==> config.mk <==
export PLATFORM = sky130hd
export DESIGN_NAME = dma_rd_streamer
export DESIGN_NICKNAME = d
export VERILOG_FILES = /design/src/rtl/dma_pkg.sv /design/src/rtl/dma_rd_streamer.sv
export SDC_FILE = /design/constraint.sdc
export NUM_CORES = 1
export LEC_CHECK = 0
export ABC_AREA = 1
export CORE_AREA = 10 10 161 163
export CTS_CLUSTER_SIZE = 24
export DETAILED_ROUTE_END_ITERATION = 8
export DIE_AREA = 0 0 171 173
export GPL_ROUTABILITY_DRIVEN = 0
export PLACE_DENSITY = 0.78
export SLEW_MARGIN = 20
export SYNTH_ARGS = -nofsm -noshare
export SYNTH_HDL_FRONTEND = slang
export SYNTH_SLANG_ARGS = --single-unit
==> constraint.sdc <==
create_clock -name clk -period 12.8 [get_ports clk]
set_input_delay 3.84 -clock clk [delete_from_list [all_inputs] [get_ports clk]]
set_output_delay 3.84 -clock clk [all_outputs]
set_load 0.01 [all_outputs]
==> src/rtl/dma_pkg.sv <==
// Shared DMA types: error-record layout and source codes reported by the streamers.
package dma_pkg;

    typedef enum logic [1:0] {
        ErrSrcNone     = 2'd0,
        ErrSrcRdStream = 2'd1,
        ErrSrcWrStream = 2'd2,
        ErrSrcDesc     = 2'd3
    } dma_err_src_e;

    typedef struct packed {
        logic         valid;
        dma_err_src_e src;
        logic [31:0]  addr;
    } s_dma_error_t;

endpackage

==> src/rtl/dma_rd_streamer.sv <==
// Read-side DMA streamer: splits a read descriptor into AXI4 INCR burst requests,
// tracks in-order completions and reports done plus at most one error per descriptor.
module dma_rd_streamer
    import dma_pkg::*;
#(
    parameter int unsigned ADDR_WIDTH      = 32,
    parameter int unsigned LEN_WIDTH       = 32,
    parameter int unsigned DATA_BYTES      = 8,
    parameter int unsigned MAX_BEATS       = 256,
    parameter int unsigned MAX_OUTSTANDING = 4
) (
    input  logic                  clk,
    input  logic                  rstn,
    input  logic                  dma_stream_valid_i,
    input  logic                  dma_clear_i,
    input  logic [ADDR_WIDTH-1:0] desc_src_addr_i,
    input  logic [LEN_WIDTH-1:0]  desc_num_bytes_i,
    output logic                  dma_stream_done_o,
    output s_dma_error_t          dma_stream_err_o,
    output logic                  req_valid_o,
    input  logic                  req_ready_i,
    output logic [ADDR_WIDTH-1:0] req_addr_o,
    output logic [7:0]            req_len_o,
    output logic [2:0]            req_size_o,
    input  logic                  rsp_valid_i,
    input  logic                  rsp_err_i
);

    localparam int unsigned OffW  = $clog2(DATA_BYTES);
    localparam int unsigned CntW  = $clog2(MAX_OUTSTANDING + 1);
    localparam int unsigned PtrW  = (MAX_OUTSTANDING > 1) ? $clog2(MAX_OUTSTANDING) : 1;
    localparam int unsigned Depth = 1 << PtrW;
    localparam logic [CntW-1:0] MaxOut   = CntW'(MAX_OUTSTANDING);
    localparam logic [8:0]      MaxBeats = 9'(MAX_BEATS);

    typedef enum logic [2:0] {StIdle, StCheck, StReq, StWait, StDone} state_e;

    state_e                 state_q, state_d;
    logic [ADDR_WIDTH-1:0]  addr_q, addr_d;
    logic [LEN_WIDTH-1:0]   bytes_q, bytes_d;
    logic [CntW-1:0]        cnt_q, cnt_d;
    logic [PtrW-1:0]        wr_ptr_q, rd_ptr_q;
    logic [ADDR_WIDTH-1:0]  fifo_q [Depth];
    logic                   lock_q, lock_d;
    logic                   done_q, done_d;
    s_dma_error_t           err_q, err_d;

    logic [12:0]            page_beats;
    logic [LEN_WIDTH-1:0]   left_beats;
    logic [8:0]             beats;
    logic [ADDR_WIDTH-1:0]  burst_addr_inc;
    logic [LEN_WIDTH-1:0]   burst_byte_cnt;
    logic                   fire, pop, rsp_fail;

    // Burst size is the tightest of remaining bytes, MAX_BEATS and room left in the 4 KB page.
    always_comb begin
        page_beats = (13'h1000 - {1'b0, addr_q[11:0]}) >> OffW;
        left_beats = bytes_q >> OffW;
        beats      = MaxBeats;
        if (left_beats < LEN_WIDTH'(MAX_BEATS)) beats = left_beats[8:0];
        if (page_beats < {4'd0, beats}) beats = page_beats[8:0];
        burst_addr_inc = ADDR_WIDTH'(beats) << OffW;
        burst_byte_cnt = LEN_WIDTH'(beats) << OffW;
    end

    assign req_valid_o = (state_q == StReq) && (cnt_q != MaxOut);
    assign req_addr_o  = addr_q;
    assign req_len_o   = 8'(beats - 9'd1);
    assign req_size_o  = 3'(OffW);

    assign fire     = req_valid_o && req_ready_i;
    assign pop      = rsp_valid_i && (cnt_q != '0);
    assign rsp_fail = pop && rsp_err_i && !lock_q;

    always_comb begin
        state_d = state_q;
        addr_d  = addr_q;
        bytes_d = bytes_q;
        lock_d  = lock_q;
        err_d   = '0;
        cnt_d   = cnt_q + CntW'(fire) - CntW'(pop);

        if (fire) begin
            addr_d  = addr_q + burst_addr_inc;
            bytes_d = bytes_q - burst_byte_cnt;
        end

        // FIFO head is the oldest outstanding burst, i.e. the one that just failed.
        if (rsp_fail) begin
            lock_d     = 1'b1;
            err_d.valid = 1'b1;
            err_d.src  = ErrSrcRdStream;
            err_d.addr = 32'(fifo_q[rd_ptr_q]);
        end

        unique case (state_q)
            StIdle: begin
                if (dma_stream_valid_i) begin
                    addr_d  = desc_src_addr_i;
                    bytes_d = desc_num_bytes_i;
                    lock_d  = 1'b0;
                    state_d = StCheck;
                end
            end
            StCheck: begin
                if (bytes_q == '0) begin
                    state_d = StDone;
                end else if ((addr_q[OffW-1:0] != '0) || (bytes_q[OffW-1:0] != '0)) begin
                    err_d.valid = 1'b1;
                    err_d.src  = ErrSrcRdStream;
                    err_d.addr = 32'(addr_q);
                    state_d    = StDone;
                end else begin
                    state_d = StReq;
                end
            end
            StReq: begin
                if (rsp_fail || (fire && (bytes_d == '0))) state_d = StWait;
            end
            StWait: begin
                if (cnt_q == '0) state_d = StDone;
            end
            StDone: begin
                if (!dma_stream_valid_i) state_d = StIdle;
            end
            default: state_d = StIdle;
        endcase

        done_d = (state_d == StDone) && (state_q != StDone);

        if (dma_clear_i) begin
            state_d = StIdle;
            cnt_d   = '0;
            lock_d  = 1'b0;
            done_d  = 1'b0;
            err_d   = '0;
        end
    end

    always_ff @(posedge clk or negedge rstn) begin
        if (!rstn) begin
            state_q  <= StIdle;
            addr_q   <= '0;
            bytes_q  <= '0;
            cnt_q    <= '0;
            wr_ptr_q <= '0;
            rd_ptr_q <= '0;
            lock_q   <= 1'b0;
            done_q   <= 1'b0;
            err_q    <= '0;
        end else begin
            state_q <= state_d;
            addr_q  <= addr_d;
            bytes_q <= bytes_d;
            cnt_q   <= cnt_d;
            lock_q  <= lock_d;
            done_q  <= done_d;
            err_q   <= err_d;
            if (dma_clear_i) begin
                wr_ptr_q <= '0;
                rd_ptr_q <= '0;
            end else begin
                if (fire) wr_ptr_q <= wr_ptr_q + 1'b1;
                if (pop)  rd_ptr_q <= rd_ptr_q + 1'b1;
            end
        end
    end

    always_ff @(posedge clk) begin
        if (fire && !dma_clear_i) fifo_q[wr_ptr_q] <= addr_q;
    end

    assign dma_stream_done_o = done_q;
    assign dma_stream_err_o  = err_q;

endmodule
---- Word-level counts from Yosys, hierarchy flattened ----
Memory sizes are Yosys's and may differ from the RTL's.
Index checks and enable logic that the tools add are counted.
cells by class
  $add $sub $neg .......................... 8
  multipliers ............................. 0
  divide/modulo/power cells ............... 0
  order comparisons ....................... 2
  equality and inequality tests ........... 7
  shifts and indexed selects .............. 0
  mux-type cells .......................... 33
  bitwise gates (word level) .............. 0
  reductions and logical operators ........ 21
operators with widths
  operator                                              number
  2-to-1 mux 32 bit                                     6
  2-to-1 mux 35 bit                                     5
  zero test 32 bit                                      2
  adder 32 x 12 -> 32 bit                               1
  subtractor 32 x 12 -> 32 bit                          1
  < comparator 29 x 9 -> 1 bit (second input constant)  1
  2-to-1 mux 3 bit                                      8
  2-to-1 mux 9 bit                                      2
  case mux 3 bit (5 select lines)                       1
  subtractor 13 x 12 -> 13 bit (first input constant)   1
  < comparator 10 x 9 -> 1 bit                          1
  nonzero test 3 bit                                    3
  logical AND 1 bit                                     8
  2-to-1 mux 2 bit                                      4
  subtractor 8 x 1 -> 8 bit (second input constant)     1
  2-to-1 mux 1 bit                                      7
  equality test 3 x 2 -> 1 bit (second input constant)  2
  equality test 3 bit (second input constant)           2
  zero test 3 bit                                       2
  != test 3 bit (second input constant)                 2
  adder 2 x 1 -> 2 bit (second input constant)          2
  nonzero test 2 bit                                    2
  adder 3 x 1 -> 3 bit                                  1
  equality test 3 x 1 -> 1 bit (second input constant)  1
  other kinds (3)                                       5
storage, ports and cells
  register bits ........................... 111
  latch bits .............................. 0
  RAM bits ................................ 128
  ROM bits ................................ 0
  input bits .............................. 71
  output and inout port bits .............. 80
  memories kept ........................... 1
memory list
  memory  depth  bits a word  read ports  clocked after memory_dff  write ports  RTL line               source
  fifo_q  4      32           1           0                         1            dma_rd_streamer.sv:43  logic [ADDR_WIDTH-1:0] fifo_q [Depth];

---- Logic depth before layout (Yosys ltp) ----
Gate-level depths: netlist of the first run.
  word-level depth ........................ 14
  mapped depth ............................ 41
  depth with buffers taken out ............ 40

---- Worst setup path after synthesis of the first run ----
Ideal clock, no wire load.
  path kind ............................... register to output
  start point ............................. register addr_q[4] (netlist: req_addr_o[4])
  end point ............................... output req_len_o[7]
  data arrival time ....................... 3508 ps
  required time ........................... 8960 ps
  path slack .............................. 5452 ps
  cell stages (with the launch flop) ...... 23
  buffers on the path ..................... 1
  cell sequence ........................... dfrtp_1 > inv_1 > nand4_4 > nor3_4 > inv_2 > nor2_4 > inv_1 > nand2_1 > inv_1 > ha_1 > and3_1 > nand2_1 > nand2_1 > nor2_2 > nand2_4 > buf_6 > nand3_1 > o21ai_0 > inv_1 > nand3_1 > nor3_1 > nand4_1 > xnor2_1
on the way
  longest elaborated chain between the ends .. 4
ends and longest elaborated chain
  element                         RTL line                source
  from (decl)                     dma_rd_streamer.sv:39   logic [ADDR_WIDTH-1:0] addr_q, addr_d;
  from (signal assigned)          dma_rd_streamer.sv:153  addr_q <= addr_d;
  subtractor 13 x 12 -> 13 bit *  dma_rd_streamer.sv:57   page_beats = (13'h1000 - {1'b0, addr_q[11:0]}) >> OffW;
  < comparator 10 x 9 -> 1 bit    dma_rd_streamer.sv:61   if (page_beats < {4'd0, beats}) beats = page_beats[8:0];
  2-to-1 mux 9 bit *              dma_rd_streamer.sv:61
  subtractor 8 x 1 -> 8 bit *     dma_rd_streamer.sv:68   assign req_len_o = 8'(beats - 9'd1);
  to (decl)                       dma_rd_streamer.sv:23   output logic [7:0] req_len_o,
Mark *: on every way between the ends. The rest lies on a longest branch, timed or not.

---- Worst setup path after layout of the first run ----
  start point ............................. register bytes_q[30]
  end point ............................... output req_len_o[7]
on the way
  longest elaborated chain between the ends .. 5
ends and longest elaborated chain
  element                         RTL line                source
  from (decl)                     dma_rd_streamer.sv:40   logic [LEN_WIDTH-1:0] bytes_q, bytes_d;
  from (signal assigned)          dma_rd_streamer.sv:154  bytes_q <= bytes_d;
  < comparator 29 x 9 -> 1 bit *  dma_rd_streamer.sv:60   if (left_beats < LEN_WIDTH'(MAX_BEATS)) beats = left_beats[8:0];
  2-to-1 mux 9 bit *              dma_rd_streamer.sv:60
  < comparator 10 x 9 -> 1 bit    dma_rd_streamer.sv:61
  2-to-1 mux 9 bit *              dma_rd_streamer.sv:61
  subtractor 8 x 1 -> 8 bit *     dma_rd_streamer.sv:68
Marks and branches as above.

==> results.md, run 1 <==
* Status: complete, no violations
* Sw Ratio at between 30% and 40%
* Area after DPL at around 14000 um2
* Final Util at ~66%
* Vias in the first global route at approximately 10k
* Leakage at between 6 and 7 nW
* First-pass detailed-route iteration total at 6
* Post-synth EDFFs at 128
* Grt ovf at 0
* Depth of the CTS H-tree at 1
* Synthesized area per cell at 8.64 um2
* Final WS setup at between 3 and 4 ns
* Final std cells w/o fill at 1871
* I/O pin total at between 150 and 200
* Drt drc at 0
* Sequential share of power at 38.1%
* Detailed Place HPWL at between 20000 and 25000 um
* Post-DRT Antenna Nets at 0
* Drt total wl at about 34000 um
* Final #Nets at 1666
* Flops & latches, synth at around 240
* Row Count at 55
* Post-DR wirelength/cell at roughly 18 um
* Worst-path clk slew at 0.06 ns
* Core area at about 23000 um2
* Worst slew pin tran at roughly 0.94 ns
* Die Ht at around 170 um
* Post-CTS Hold Buffers at 0
* Share of layout cells above drive strength 1 at under 10%
* Worst hold path class: reg -> reg
* Fin crit share at between 60% and 70%
* Crit end category: output port
* Pre-CTS setup slack at 4.47 ns
* Clk buf depth at 3
* Arr. time, crit path at approximately 5.1 ns
* P_int at about 1.6 mW
* Die area at roughly 30000 um2
* Unique masters post-synth at 48
* Dpl cells at roughly 1.8k
* Die width at between 150 and 200 um
* Area growth from synthesis to layout at 20.9%
* Slew margin rel. at roughly 37%
* Ys async rst share at between 40% and 50%
* Final Hold Fails at 0
* I/O Buffers at ~150
* CP required at 8.96 ns
* Reg2reg path depth at 36
* DR iter-0 viols at around 1.3k
* Maximum clock rate at approximately 0.11 GHz
* Worst hold stages at 2
* CTS Buf Count at 26
* Final Critical Period at around 9.0 ns
* Clock tree sinks at roughly 240
* Top_reg_cell synth: edfxtp_1
* Mapped cell area at 12400 um2
* Root Driver: clkbuf_16
* Power, Total at 2.57 mW
* Peak VDD IR at roughly 0.11 mV
* P_sw at 925 uW
* Setup Crit Path Kind: reg -> out
* First-pass GRT wire length at ~54000 um
* Final Cell Area at approximately 15000 um2
* Final setup fails at 0
* Initial Utilization at between 50% and 60%
* Final Max Slew Viols at 0
* Pwr/cell area at 172 nW/um2
* Post-Synthesis Cells at 1431
* Synthesis Warnings at 0
* Largest net degree at the start of global routing at 71
* Clock share of power at around 30%
* # Post-CTS Setup Buffers at 0
* Post-synthesis sequential area ratio at between 50% and 60%
* Antenna diodes at 0
* RSZ-0062 raised after global routing: no
* Vias per cell at about 5.6
* Setup TNS at 0 ns
* GRT Util Overall at ~22%
* Clock Latency Late Sink at approximately 0.54 ns
* Post-CTS sizing at 0
* WHS at between 0.4 and 0.5 ns
* Max_cap viols at 0
* R2r setup slk at roughly 6.2 ns
* Part of the power in combinational logic at 32.5%
* Fin Clk Skew at between 0.02 and 0.025 ns
* TritonCTS clock tree: done
* Vias at between 10k and 15k
* Crit Path Max Fanout at 13
* Initial antenna violation count at 0
* CP Launch Type: register
## Yosys cell counts, types with 11 or more instances
cell,number,area share [%]
xnor2_1,11,0.78
nand2_2,18,0.91
o21ai_0,125,5.1
nand3_1,77,3.1
a311oi_1,26,1.8
inv_1,145,4.4
edfxtp_1,128,31
xor2_1,15,1.1
dfrtp_1,109,22
nand4_1,26,1.3
nor2_1,256,7.8
a21oi_1,38,1.5
clkbuf_1,44,1.3
nand3_2,12,0.97
nor3_1,18,0.73
ha_1,27,2.7
nand2_1,274,8.3
## layout make-up
| class | instances | area, um2 |
|---|---|---|
| flip-flops and latches | 237 | 6570 |
| clock inverters | 16 | 156 |
| inverters | 153 | 579 |
| well taps | 285 | 357 |
| clock buffers | 32 | 726 |
| multi-input cells | 989 | 5000 |
| fillers | 1792 | 7620 |
| repair buffers | 159 | 1560 |
## worst max-delay path: stages (launching register included)
cell             delay, ns
dfrtp_1               0.40
nor3_1                0.34
nand2_1               0.16
nor2_4                0.21
inv_1                 0.18
nor2_1                0.19
inv_1                 0.07
ha_1                  0.29
a21o_1                0.16
a21oi_1               0.14
nand2_1               0.10
nor2_2                0.41
nand2_4               0.22
nand3_1               0.11
o21ai_0               0.18
inv_1                 0.15
nand3_1               0.12
nor3_1                0.28
nand4_1               0.16
xnor2_1               0.16
clkdlybuf4s50_1       0.55
## state kept, by name, indices dropped and copies added (netlist names)
name / flops
fifo_q: 128
dma_stream_done_o: 1
bytes_q: 32
dma_stream_err_o: 33
rd_ptr_q: 2
lock_q: 1
state_q: 3
cnt_q: 3
req_addr_o: 32
wr_ptr_q: 2
## worst paths after layout
kind / start / end
min reg2reg: bytes_q[2]$_DFFE_PN0P_ / bytes_q[2]$_DFFE_PN0P_
min in group asynchronous: rstn / dma_stream_err_o[10]$_DFF_PN0_
max in group asynchronous: rstn / req_addr_o[19]$_DFF_PN0_
max reg2reg: bytes_q[30]$_DFF_PN0_ / req_addr_o[28]$_DFF_PN0_
min: bytes_q[2]$_DFFE_PN0P_ / bytes_q[2]$_DFFE_PN0P_
max: bytes_q[30]$_DFF_PN0_ / req_len_o[7]
## power groups by stage
stage / clock network [mW] / registers [mW] / logic (mW)
5_1_grt: 0.793 / 0.989 / 0.929
3_5_place_dp: 0 / 0.991 / 0.822
6_report: 0.754 / 0.979 / 0.835
2_1_floorplan: 0 / 0.976 / 0.528
3_3_place_gp: 0 / 0.985 / 0.805
4_1_cts: 0.764 / 0.977 / 0.829
## logic make-up (layout without fill, tap and decap cells)
family | after synthesis | in the layout | synth area share, %
buf+inv | 207 | 360 | 6.54
simple gates | 717 | 717 | 25.5
compound gates | 213 | 213 | 9.86
fa+ha+maj | 29 | 29 | 3.06
flops | 237 | 237 | 53.1
other cells | 2 | 4 | 0.0607
xor+xnor | 26 | 26 | 1.84
## metal layers
layer / global-route usage (%) / vias to the layer above / part of all wire [%]
met5: 0 / - / 0
met4: 7.32 / 0 / 3.0
met3: 3.80 / 79 / 8.0
met2: 37.6 / 490 / 49
met1: 28.2 / 4945 / 40
li1: - / 5027 / -
## cell usage in the layout, fill, tap and decap left out, types with 5 or more instances in the layout
cell type	netlist	routed
a21oi_1	38	38
a311oi_1	26	26
buf_4	5	14
clkbuf_16	0	28
clkdlybuf4s50_1	0	145
clkinv_2	0	7
dfrtp_1	109	109
edfxtp_1	128	128
ha_1	27	27
inv_1	145	144
inv_2	6	7
nand2_1	274	274
nand2_2	18	18
nand3_1	77	77
nand3_2	12	12
nand4_1	26	26
nor2_1	256	252
nor2_2	9	13
nor3_1	18	18
nor4_1	8	8
o21ai_0	125	125
o22ai_1	5	5
xnor2_1	11	11
xor2_1	15	15
Note: power is estimated with default switching activity, not from simulation.
==> inputs of run 2 (changes only) <==
- clock period: 12.8 -> 8.92 ns (I/O delays scaled with it)
==> run 2 against run 1 <==
Global-route usage rose by 0.26 points. Register-to-register slack got worse by 3.9 ns. Combinational power rose by 44%. Largest power group unchanged. Count of clock-buffer cells in the layout rose by 3. Sequential power rose by 43%. Utilization rose by 0.072 points. Worst hold slack improved by 0.0018 ns. Setup slack got worse by 2.8 ns. Via count barely moved. Clock skew fell by 0.0068 ns. Critical path depth fell by 1.
==> results.md, run 2 (synthesis results as in run 1) <==
* Leakage at 6.33 nW (+0.14%)
* Setup TNS at 0 ns (unchanged)
* Largest register FFs at 128 (unchanged)
* Fin Clk Skew at 0.0148 ns (-0.00680 ns)
* Final Max Slew Viols at 0 (unchanged)
* Peak VDD IR at 0.186 mV (+64%)
* Setup Crit Path Kind: reg -> out
* WHS at 0.482 ns (+0.00180 ns)
* Most common cell after layout, fill and taps aside: nand2_1
* Met2 routed WL at 16600 um (+0.53%)
* Crit Path Max Fanout at 13 (unchanged)
* I/O pin total at 151 (unchanged)
* CP required at 6.24 ns (-2.72 ns)
* I/O Buffers at 146 (unchanged)
* Die Ht at 173 um (unchanged)
* Part of the power in combinational logic at 32.3% (-0.2 points)
* DR iter-0 viols at 1190 (-4.8%)
* Crit end category: output port
* Post-CTS sizing at 0 (unchanged)
* Worst slew pin tran at 0.932 ns (-0.00917 ns)
* Drt drc at 0 (unchanged)
* Largest net degree at the start of global routing at 71 (unchanged)
* Initial antenna violation count at 0 (unchanged)
* # fillers at 1797 (+0.28%)
* Final Critical Period at roughly 8 ns
* Post-CTS Hold Buffers at 0 (unchanged)
* Die area at 29600 um2 (unchanged)
* Most frequent cells in the layout: 274 x nand2_1, 252 x nor2_1, 145 x clkdlybuf4s50_1
* RSZ-0062 raised after global routing: no
* Vias at 10.5k (-0.095%)
* Max_cap viols at 0 (unchanged)
* Maximum clock rate at 0.128 GHz
* Fin crit share at a little under 90%
* Clock Latency Late Sink at 0.54 ns (about the same)
* Final setup fails at 0 (unchanged)
* Core area at 22600 um2 (unchanged)
* Slew margin rel. at 37.9% (+0.61 points)
* Share of layout cells above drive strength 1 at 7.69% (-0.13 points)
* Worst hold path class: reg -> reg
* Clock share of power at 29.8% (+0.4 points)
* Clock tree sinks at 237 (unchanged)
* Highest metal used: met4
* P_sw at 1.33 mW (+44%)
* Post-DRT Antenna Nets at 0 (unchanged)
* Final Hold Fails at 0 (unchanged)
* Sequential share of power at 37.9% (-0.2 points)
* Depth of the CTS H-tree at 1 (unchanged)
* Die width at 171 um (unchanged)
* Pwr/cell area at 248 nW/um2 (+44%)
* First-pass GRT wire length at 54200 um (+0.67%)
* First-pass detailed-route iteration total at 6 (unchanged)
* WL met1 at 13600 um (+0.81%)
* Final #Nets at 1666 (unchanged)
* Initial Utilization at 54.8% (unchanged)
* Area growth from synthesis to layout at 21.0%
* TritonCTS clock tree: done
* # Post-CTS Setup Buffers at 0 (unchanged)
* Arr. time, crit path at 5.16 ns (+0.04 ns)
* CTS Buf Count at 26 (unchanged)
* Post-DR wirelength/cell at 18.1 um (+0.16%)
* Row Count at 55 (unchanged)
* Sw Ratio at 35.8% (-0.19 points)
* Status: complete, no violations
* P_int at 2.38 mW (+45%)
* Worst-path clk slew at 0.06 ns (about the same)
* Grt ovf at 0 (unchanged)
* Vias per cell at 5.63 (about the same)
* Vias in the first global route at 10.4k (-0.038%)
* Clk buf depth at 3 (unchanged)
* CP Launch Type: register
* Detailed Place HPWL at 23300 um (-0.34%)
* Root Driver: clkbuf_16
* Met3 WL at 2690 um (-0.41%)
* GRT Util Overall at 22.5% (+0.26 points)
* Antenna diodes at 0 (unchanged)
* Drt total wl at 33800 um (+0.16%)
* Register name with the most flops: fifo_q
run 2: cell count changes in the layout (fill, tap and decap cells not counted), sizes merged:
cell,change
clkinv,-2
bufinv,+1
clkinvlp,-2
clkbuf,+3
run 2: final cells by class:
class	instances	area (um2)	share of cell area, %
flip-flops and latches	237	6570	43.9
inverters	153	579	3.87
clock buffers	35	724	4.84
clock inverters	13	174	1.16
well taps	285	357	2.38
repair buffers	159	1560	10.4
multi-input cells	989	5000	33.4
run 2: worst paths after layout:
kind,startpoint,end,slack [ns],cells past startpoint
hold reg to reg,bytes_q[1]$_DFFE_PN0P_,bytes_q[1]$_DFFE_PN0P_,0.48,2
max in group asynchronous,rstn,req_addr_o[23]$_DFF_PN0_,5.47,2
hold / removal,bytes_q[1]$_DFFE_PN0P_,bytes_q[1]$_DFFE_PN0P_,0.48,2
setup / recovery,bytes_q[30]$_DFF_PN0_,req_len_o[6],1.08,19
min in group asynchronous,rstn,dma_stream_err_o[10]$_DFF_PN0_,2.12,1
setup reg to reg,bytes_q[30]$_DFF_PN0_,req_addr_o[25]$_DFF_PN0_,2.31,35
run 2: power by group through the flow:
stage / clock, mW / sequential, mW / combinational, mW
after floorplan: 0 / 1.40 / 0.758
after global placement: 0 / 1.41 / 1.16
after detailed placement: 0 / 1.42 / 1.18
after CTS: 1.12 / 1.40 / 1.19
after global routing: 1.16 / 1.42 / 1.34
final: 1.11 / 1.40 / 1.20
run 2: worst max-delay path, stage by stage (launching register included):
cell and delay [ns]:
dfrtp_1 0.40, nor3_1 0.34, nand2_1 0.16, nor2_4 0.21
inv_1 0.17, nor2_1 0.18, inv_1 0.06, ha_1 0.29
a21o_1 0.16, a21oi_1 0.17, nand2_1 0.11, nor2_2 0.41
nand2_4 0.22, o21ai_0 0.44, inv_1 0.15, ha_1 0.26
nand3_1 0.12, nor3_1 0.07, xor2_1 0.15, clkdlybuf4s50_1 0.56
run 2: per-layer routing:
metal,GRT usage (%),vias to the layer above
li1,-,5024
met1,29.1,4965
met2,37.6,460
met3,3.78,82
met4,7.10,0
met5,0,-
run 2: metrics by stage:
step                      setup slack, ns  area, um2  power (mW)  utilization [%]  instances
after floorplan                      2.74      12400        2.16                -       1433
after global placement               1.91      14100        2.57             62.3       1823
after detailed placement             1.73      14100        2.60             62.3       1823
after CTS                            1.15      15000        3.71             66.3       1871
after global routing                0.762      15000        3.92             66.3       1871
final                                1.08      15000        3.71             66.3       1871
